File: src/rtl/ascii_seg_scroller.sv
// ASCII byte FIFO feeding a 7-segment display that holds each glyph for HOLD_CYCLES.
// Define SEG_GAP_EN to insert a blank GAP_CYCLES interval between consecutive glyphs.
module ascii_seg_scroller #(
  parameter int DEPTH       = 4,
  parameter int HOLD_CYCLES = 1000000,
  parameter int GAP_CYCLES  = 250000
) (
  input  logic                    clk,
  input  logic                    rst_n,
  input  logic                    ena,
  input  logic [7:0]              char_in,
  input  logic                    char_valid,
  output logic                    char_ready,
  output logic [6:0]              seg_out,
  output logic                    dp_out,
  output logic                    busy,
  output logic [$clog2(DEPTH):0]  fifo_level
);

`ifdef SEG_GAP_EN
  localparam bit GAP_EN = 1'b1;
`else
  localparam bit GAP_EN = 1'b0;
`endif

  localparam int AW      = $clog2(DEPTH);
  localparam int CNT_MAX = (GAP_EN && GAP_CYCLES > HOLD_CYCLES) ? GAP_CYCLES : HOLD_CYCLES;
  localparam int CW      = (CNT_MAX > 1) ? $clog2(CNT_MAX) : 1;
  localparam logic [CW-1:0] HOLD_LAST = CW'(HOLD_CYCLES - 1);
  localparam logic [CW-1:0] GAP_LAST  = CW'(GAP_CYCLES - 1);

  typedef enum logic [1:0] {IDLE, SHOW, GAP} state_t;

  logic [7:0]    mem [DEPTH];
  logic [AW-1:0] wr_ptr, rd_ptr;
  logic [AW:0]   level_next;
  logic          full, empty, push, pop;
  state_t        state;
  logic [CW-1:0] cnt;

  function automatic logic [6:0] decode(input logic [7:0] c);
    logic [7:0] u;
    u = (c >= 8'h61 && c <= 8'h7A) ? c - 8'h20 : c;
    case (u)
      "0": decode = 7'h3F;  "1": decode = 7'h06;  "2": decode = 7'h5B;
      "3": decode = 7'h4F;  "4": decode = 7'h66;  "5": decode = 7'h6D;
      "6": decode = 7'h7D;  "7": decode = 7'h07;  "8": decode = 7'h7F;
      "9": decode = 7'h6F;  "A": decode = 7'h77;  "B": decode = 7'h7C;
      "C": decode = 7'h39;  "D": decode = 7'h5E;  "E": decode = 7'h79;
      "F": decode = 7'h71;  "G": decode = 7'h3D;  "H": decode = 7'h76;
      "I": decode = 7'h06;  "J": decode = 7'h1E;  "L": decode = 7'h38;
      "N": decode = 7'h54;  "O": decode = 7'h3F;  "P": decode = 7'h73;
      "R": decode = 7'h50;  "S": decode = 7'h6D;  "T": decode = 7'h78;
      "U": decode = 7'h3E;  "Y": decode = 7'h6E;  " ": decode = 7'h00;
      default: decode = 7'h40;
    endcase
  endfunction

  assign empty      = (fifo_level == '0);
  assign char_ready = !full;
  assign dp_out     = full;
  assign push       = char_valid && !full;

  // Pop decision mirrors the FSM's load points; emptiness is the registered level.
  always_comb begin
    pop = 1'b0;
    if (ena && !empty) begin
      case (state)
        IDLE:    pop = 1'b1;
        SHOW:    pop = !GAP_EN && (cnt == HOLD_LAST);
        GAP:     pop = (cnt == GAP_LAST);
        default: pop = 1'b0;
      endcase
    end
  end

  always_comb begin
    level_next = fifo_level;
    case ({push, pop})
      2'b10:   level_next = fifo_level + (AW+1)'(1);
      2'b01:   level_next = fifo_level - (AW+1)'(1);
      default: level_next = fifo_level;
    endcase
  end

  // Storage carries no reset; occupancy is tracked by the level/pointers only.
  always_ff @(posedge clk) begin
    if (push) mem[wr_ptr] <= char_in;
  end

  always_ff @(posedge clk or negedge rst_n) begin
    if (!rst_n) begin
      wr_ptr     <= '0;
      rd_ptr     <= '0;
      fifo_level <= '0;
      full       <= 1'b0;
    end else begin
      if (push) wr_ptr <= wr_ptr + AW'(1);
      if (pop)  rd_ptr <= rd_ptr + AW'(1);
      fifo_level <= level_next;
      full       <= (level_next == (AW+1)'(DEPTH));
    end
  end

  always_ff @(posedge clk or negedge rst_n) begin
    if (!rst_n) begin
      state   <= IDLE;
      cnt     <= '0;
      seg_out <= 7'h00;
      busy    <= 1'b0;
    end else if (ena) begin
      case (state)
        IDLE: begin
          if (pop) begin
            seg_out <= decode(mem[rd_ptr]);
            cnt     <= '0;
            state   <= SHOW;
            busy    <= 1'b1;
          end
        end
        SHOW: begin
          if (cnt != HOLD_LAST) begin
            cnt <= cnt + CW'(1);
          end else if (GAP_EN) begin
            seg_out <= 7'h00;
            cnt     <= '0;
            state   <= GAP;
          end else if (pop) begin
            seg_out <= decode(mem[rd_ptr]);
            cnt     <= '0;
          end else begin
            seg_out <= 7'h00;
            cnt     <= '0;
            state   <= IDLE;
            busy    <= 1'b0;
          end
        end
        GAP: begin
          if (cnt != GAP_LAST) begin
            cnt <= cnt + CW'(1);
          end else if (pop) begin
            seg_out <= decode(mem[rd_ptr]);
            cnt     <= '0;
            state   <= SHOW;
          end else begin
            cnt   <= '0;
            state <= IDLE;
            busy  <= 1'b0;
          end
        end
        default: begin
          state <= IDLE;
          busy  <= 1'b0;
        end
      endcase
    end
  end

endmodule

File: config.mk
export PLATFORM = sky130hd
export DESIGN_NAME = ascii_seg_scroller
export DESIGN_NICKNAME = d
export VERILOG_FILES = /design/src/rtl/ascii_seg_scroller.sv
export SDC_FILE = /design/constraint.sdc
export NUM_CORES = 1
export LEC_CHECK = 0
export BUFFER_PORTS_ARGS = -buffer_cell sky130_fd_sc_hd__clkbuf_2
export CAP_MARGIN = 20
export CORE_MARGIN = 5
export CORE_UTILIZATION = 50
export DETAILED_ROUTE_END_ITERATION = 8
export PLACE_DENSITY = 0.68
export RECOVER_POWER = 50
export SYNTH_ARGS = -nofsm -noshare
export SYNTH_HDL_FRONTEND = slang
export SYNTH_SLANG_ARGS = --single-unit
File: constraint.sdc
create_clock -name clk -period 4.2 [get_ports clk]
set_input_delay 0 -clock clk [delete_from_list [all_inputs] [get_ports clk]]
set_output_delay 0 -clock clk [all_outputs]
set_load 0.02 [all_outputs]
Yosys cells after proc, flatten, opt, wreduce, memory -nomap -nowiden --
Memories as Yosys holds them, arrays and structs flattened. Cells that the tools add are included. Widths: inputs -> output; s select.
Operators by class: multiplexer cells 30, equal/unequal tests 14, $lt $le $gt $ge 2, $add $sub $neg 6, reductions and logical operators 12
Operators with widths (number):
- $mux 20 | 3
- $pmux 20 s3 | 1
- $mux 7 | 8
- $pmux 7 s3 | 1
- $add 20x1->20 const B | 1
- $eq 20x18->1 const B | 1
- $eq 20x20->1 const B | 1
- $ne 20x18->1 const B | 1
- $ne 20x20->1 const B | 1
- $ne 2x2->1 const B | 5
- $ge 8x7->1 const B | 1
- $le 8x7->1 const B | 1
- $mux 1 | 8
- $mux 2 | 4
- $mux 8 | 1
- $sub 8x6->8 const B | 1
- $pmux 1 s3 | 2
- $pmux 2 s3 | 1
- $pmux 3 s2 | 1
- $reduce_and 6->1 | 1
- $reduce_and 5->1 | 1
- $add 2x1->2 const B | 2
- $eq 2x1->1 const B | 2
- $eq 2x2->1 const B | 2
- other kinds (10) | 13
Storage, ports and cells: memory bits (read-only) 2688, output and inout port bits 13, bits in registers 38, word-level logic and storage cells 76, RAM bits 32, memories kept 4
Memory list:
- (no name shown) | depth 128, bits a word 7, read ports 1, clocked after memory_dff 0, write ports 0, line 44 | case (u)
- (no name shown) | depth 128, bits a word 7, read ports 1, clocked after memory_dff 0, write ports 0, line 44
- (no name shown) | depth 128, bits a word 7, read ports 1, clocked after memory_dff 0, write ports 0, line 44
- mem | depth 4, bits a word 8, read ports 1, clocked after memory_dff 0, write ports 1, line 34 | logic [7:0] mem [DEPTH];

Logic depth before layout (Yosys ltp) --
An unclocked memory read counts as a cell.
depth after elaboration 9, mapped depth 12, depth with buffers taken out 12

Worst setup path after synthesis --
Ideal clock, no wire load.
kind register -> register, from reg cnt[7], to reg full, in the netlist dp_out, stages on the path, launching flop included 12, required time 4.112 ns, slack 1.218 ns, path buffers 0, arrival 2.894 ns, cell sequence dfrtp_1 or4_4 o41ai_4 nand2b_4 inv_2 ha_1 inv_1 fa_1 xor2_1 nor2_1 xor2_1 nor3b_1
On the way: longest elaborated chain between the ends 6, elaborated cells between the ends (all ways) 8, those cells by class 5 x eq/ne; 3 x mux
RTL lines:
- from (decl) | line 39 | logic [CW-1:0] cnt;
- from (signal assigned) | line 123 | cnt <= cnt + CW'(1);
- from (signal assigned) | line 140 | cnt <= cnt + CW'(1);
- $eq 20x18->1 / $eq 20x20->1 (equally long branches) | line 71, 70
- $pmux 1 s3 * | line 68 | case (state)
- $mux 1 * | line 67 | if (ena && !empty) begin
- named net pop | line 37 | logic full, empty, push, pop;
- $eq 2x1->1 / $eq 2x2->1 (equally long branches) | line 79 | case ({push, pop})
- $pmux 3 s2 * | line 79
- named net level_next[2] | line 36 | logic [AW:0] level_next;
- $eq 3x3->1 * | line 101 | full <= (level_next == (AW+1)'(DEPTH));
- to (signal assigned) | line 101
- to (decl) | line 37
Mark *: on every way through the listed nets, which the timed path passes. The rest lies on a longest branch. A chain may end at the register's enable or synchronous reset.

Final worst setup path --
from reg cnt[14], to reg full, in the netlist dp_out
Same word-level chain as after synthesis.

==> impl_summary.md <==
Power
In this run the power density over the cells is 682 nW/um2. The leakage power is 1.73 nW. The maximum vdd drop is 380 uV. The post-route total power is 2.91 mW.

Final layout
The register area is 1890 um2. The share of final-layout standard cells stronger than drive strength 1 is 10.6%. The repair_antennas step left the layout with diodes totalling 0. The post-layout instance count excluding filler cells is 477. The multi-input logic area is 1730 um2. The number of nets at the end of the flow is 401.

The area growth from synthesis to layout is 12.9%. The utilization of the core after routing is 58.5%. The final-layout fill cell count is 653.

STA
In the final timing run, aggregate negative setup slack is 0 ns. The clock period minus worst slack is 3.32 ns. The number of hold violations in the final report is 0.

In the finished design, the share of the clock period the worst path needs comes to 78.9%. Setup repair after global routing left no endpoint under its margin. The number of max-slew violations in the final report is 38.

The final worst clock skew is 0.0126 ns. On the final layout, the worst hold slack is 0.0961 ns. The count of final setup violators is 0. For the pin with the worst max-slew slack, the measured transition is 1.94 ns.

Measured against its own limit, the worst slew margin works out to -29.1%. The top achievable clock speed is 302 MHz.

Logic synthesis
The number of warning messages in the yosys log is 0. The synthesized design spends more area on one cell type than any other, namely edfxtp_1. The dominant combinational cell family by area after synthesis is simple AND/OR/NAND/NOR gates. After synthesis, the share of cell area in mux cells is 6.95%. The adder-cell area share of the yosys netlist is 5.49%. The number of enable flip-flop cells after synthesis is 32. The flip-flop and latch count after synthesis is 69.

The prevailing post-synth register cell is dfrtp_1. In the post-synthesis netlist, the biggest area contributors are edfxtp_1 25%, dfrtp_1 24%, ha_1 5.0%. The proportion of synthesized chip area in sequential cells is 49.9%. In the synthesized netlist the async set-or-reset flop fraction comes to 53.6%. By count the netlist is led by 37 x dfrtp_1, 32 x edfxtp_1, 29 x nor2_1, 27 x nand2_1, 22 x inv_1.

The synthesized netlist devotes 15.0% of its cell area to simple gates. Synthesis produced a netlist with a net count of 365. Of the post-synthesis cell area, the dominant cell type holds 25.4%. The synthesized netlist devotes 13.5% of its cell area to compound gates. After Yosys synthesis, XOR and XNOR cells account for 4.86% of the synthesized area. The post-synthesis instance area is 3780 um2. The cell with the most instances after synthesis is dfrtp_1. The synthesized instance count is 337.

The distinct cell type count after synthesis is 59. In this run the mean area of a mapped cell was 11.2 um2.

Die
The initial core utilization is 51.9%. The cell row count is 31. The floorplan step set the die width to 97.0 um. The die covers 9400 um2.

The total area inside the core boundary comes to 7290 um2. The I/O pin total is 25. Measured along the y axis, the die boundary spans 97.0 um.

Setup path
The worst reg2reg path depth is 12. The signal arrival time at the worst endpoint is 3.58 ns. The critical path launch point is cnt[14]. The end point of the critical path is dp_out. Of all nets on the critical path, the largest fanout is 10. The classification of the worst setup path is register to register. The beginning of the worst register-to-register path is cnt[14].

The data required time of the critical path is 4.46 ns. The critical path endpoint category is a register. In this run the critical register-to-register path is captured at dp_out.

Setup slack on the worst reg-to-reg path comes out at 0.88 ns. STA classifies the critical path startpoint as a register.

Detailed routing
The pre-antenna-repair detailed-routing pass consisted of 4 iterations. The average wire per cell in the routed design is 15.5 um. The number of routed nets with antenna violations is 0. The detailed router's first-iteration violation count is 237.

The post-detailed-route DRC marker count is 0. The final route contains 2,656 vias. The wire length after detailed routing is 7.38 mm. The average vias per placed instance is 5.57.

Clock tree
Clock latency on the worst-skew pair, taken at its later pin, is 0.35 ns. CTS built an H-tree with a depth of 3. The CTS tree is yes. CTS placed an instance of clkbuf_8 at the clock tree root.

The post-cts hold buffer count is 10. The number of setup buffers added after CTS is 0. The number of gates resized after cts is 0. Buffers inserted during clock tree synthesis total 9. Counting every sink on the clock net gives 69. The clock transition time at the flip-flop clock pins of the worst setup and hold paths is 0.08 ns.

The number of buffers between clock root and the deepest sink is 2.

Run
Max-cap violations in this run came to 1.

Global route
The initial antenna violation count is 0. The first-pass GRT wire length is 12.5 mm. The via count of the first global-routing pass is 2,557. Entering global routing, the biggest net connects 38 pins. The total global-route track usage is 16.3%. The overall overflow remaining after global route is 0.

Placement
The total instance count after detailed placement is 451. The count of input and output buffers is 24. The congestion estimate from routability-driven global placement came to 0.892. The half-perimeter wire length after placement is 5.18 mm.

Worst hold path
The worst min-delay path class is primary input to register.

Status
The checks that failed: max-capacitance violations, max-slew violations. The flow ran to the end, but the final reports show violations.
[final cells by class]
| cell class | instances | share of cell area (%) |
|---|---|---|
| multi-input combinational | 233 | 40.5 |
| sequential | 69 | 44.2 |
| clock buffer | 9 | 2.90 |
| clock inverter | 7 | 2.49 |
| timing repair buffer | 36 | 4.87 |
| inverter | 24 | 2.11 |
| tap | 99 | 2.90 |
[flip-flops by register name, indices dropped and copies added, names as in the netlist]
signal and cells:
dp_out 1, seg_out 7, fifo_level 3, mem 32, cnt 20, busy 1
rd_ptr 2, state 1, wr_ptr 2
[cells by family after synthesis]
| group | after synthesis |
|---|---|
| mux | 13 |
| buf+inv | 35 |
| flops | 69 |
| simple gates | 112 |
| fa+ha+maj | 16 |
| compound gates | 71 |
| xor+xnor | 21 |
[through the flow]
| step | worst slack (ns) | cell area, um2 |
|---|---|---|
| floorplan | 1.22 | 3780 |
| global placement | 1.05 | 3970 |
| detailed placement | 0.895 | 3970 |
| CTS | 0.850 | 4300 |
| global route | 0.567 | 4270 |
| finish | 0.884 | 4270 |
[worst min path at each step]
stage                     from        end  cells past startpoint
floorplan                rst_n       busy                      0
global placement         rst_n     cnt[8]                      1
detailed placement       rst_n     cnt[5]                      1
CTS                 char_valid  wr_ptr[0]                      3
global route        char_valid  wr_ptr[0]                      3
finish              char_valid  wr_ptr[0]                      3
[per-layer routing]
layer,wire [um],vias to the layer above,track usage [%]
li1,-,1294,-
met1,3510,1300,22.4
met4,102,0,4.97
met3,361,10,4.60
met5,0,-,0
met2,3410,52,25.1
[worst max-delay path: stages, from the launching register on]
cell and delay, ns:
dfrtp_1 0.45, nand2_1 0.08, or4_4 0.49, o41ai_4 0.66, nand2b_4 0.15, inv_2 0.10
ha_1 0.19, inv_1 0.06, fa_1 0.37, xor2_1 0.15, nor2_1 0.12, xor2_1 0.20
nor3b_1 0.22
[power by group]
part / switching [mW] / internal (mW)
registers: 0.134 / 0.857
logic: 0.780 / 0.531
clock network: 0.265 / 0.343
[cells in the final DEF (no fill, tap or decap), types with 10 or more instances in the layout]
cell / instances
dfrtp_1: 37
edfxtp_1: 32
nor2_1: 29
nand2_1: 27
inv_1: 22
clkbuf_1: 22
o21ai_0: 18
a21oi_1: 15
ha_1: 15
nand3_1: 12
xor2_1: 12
dlygate4sd3_1: 10
Note: power is estimated with default switching activity, not from simulation.
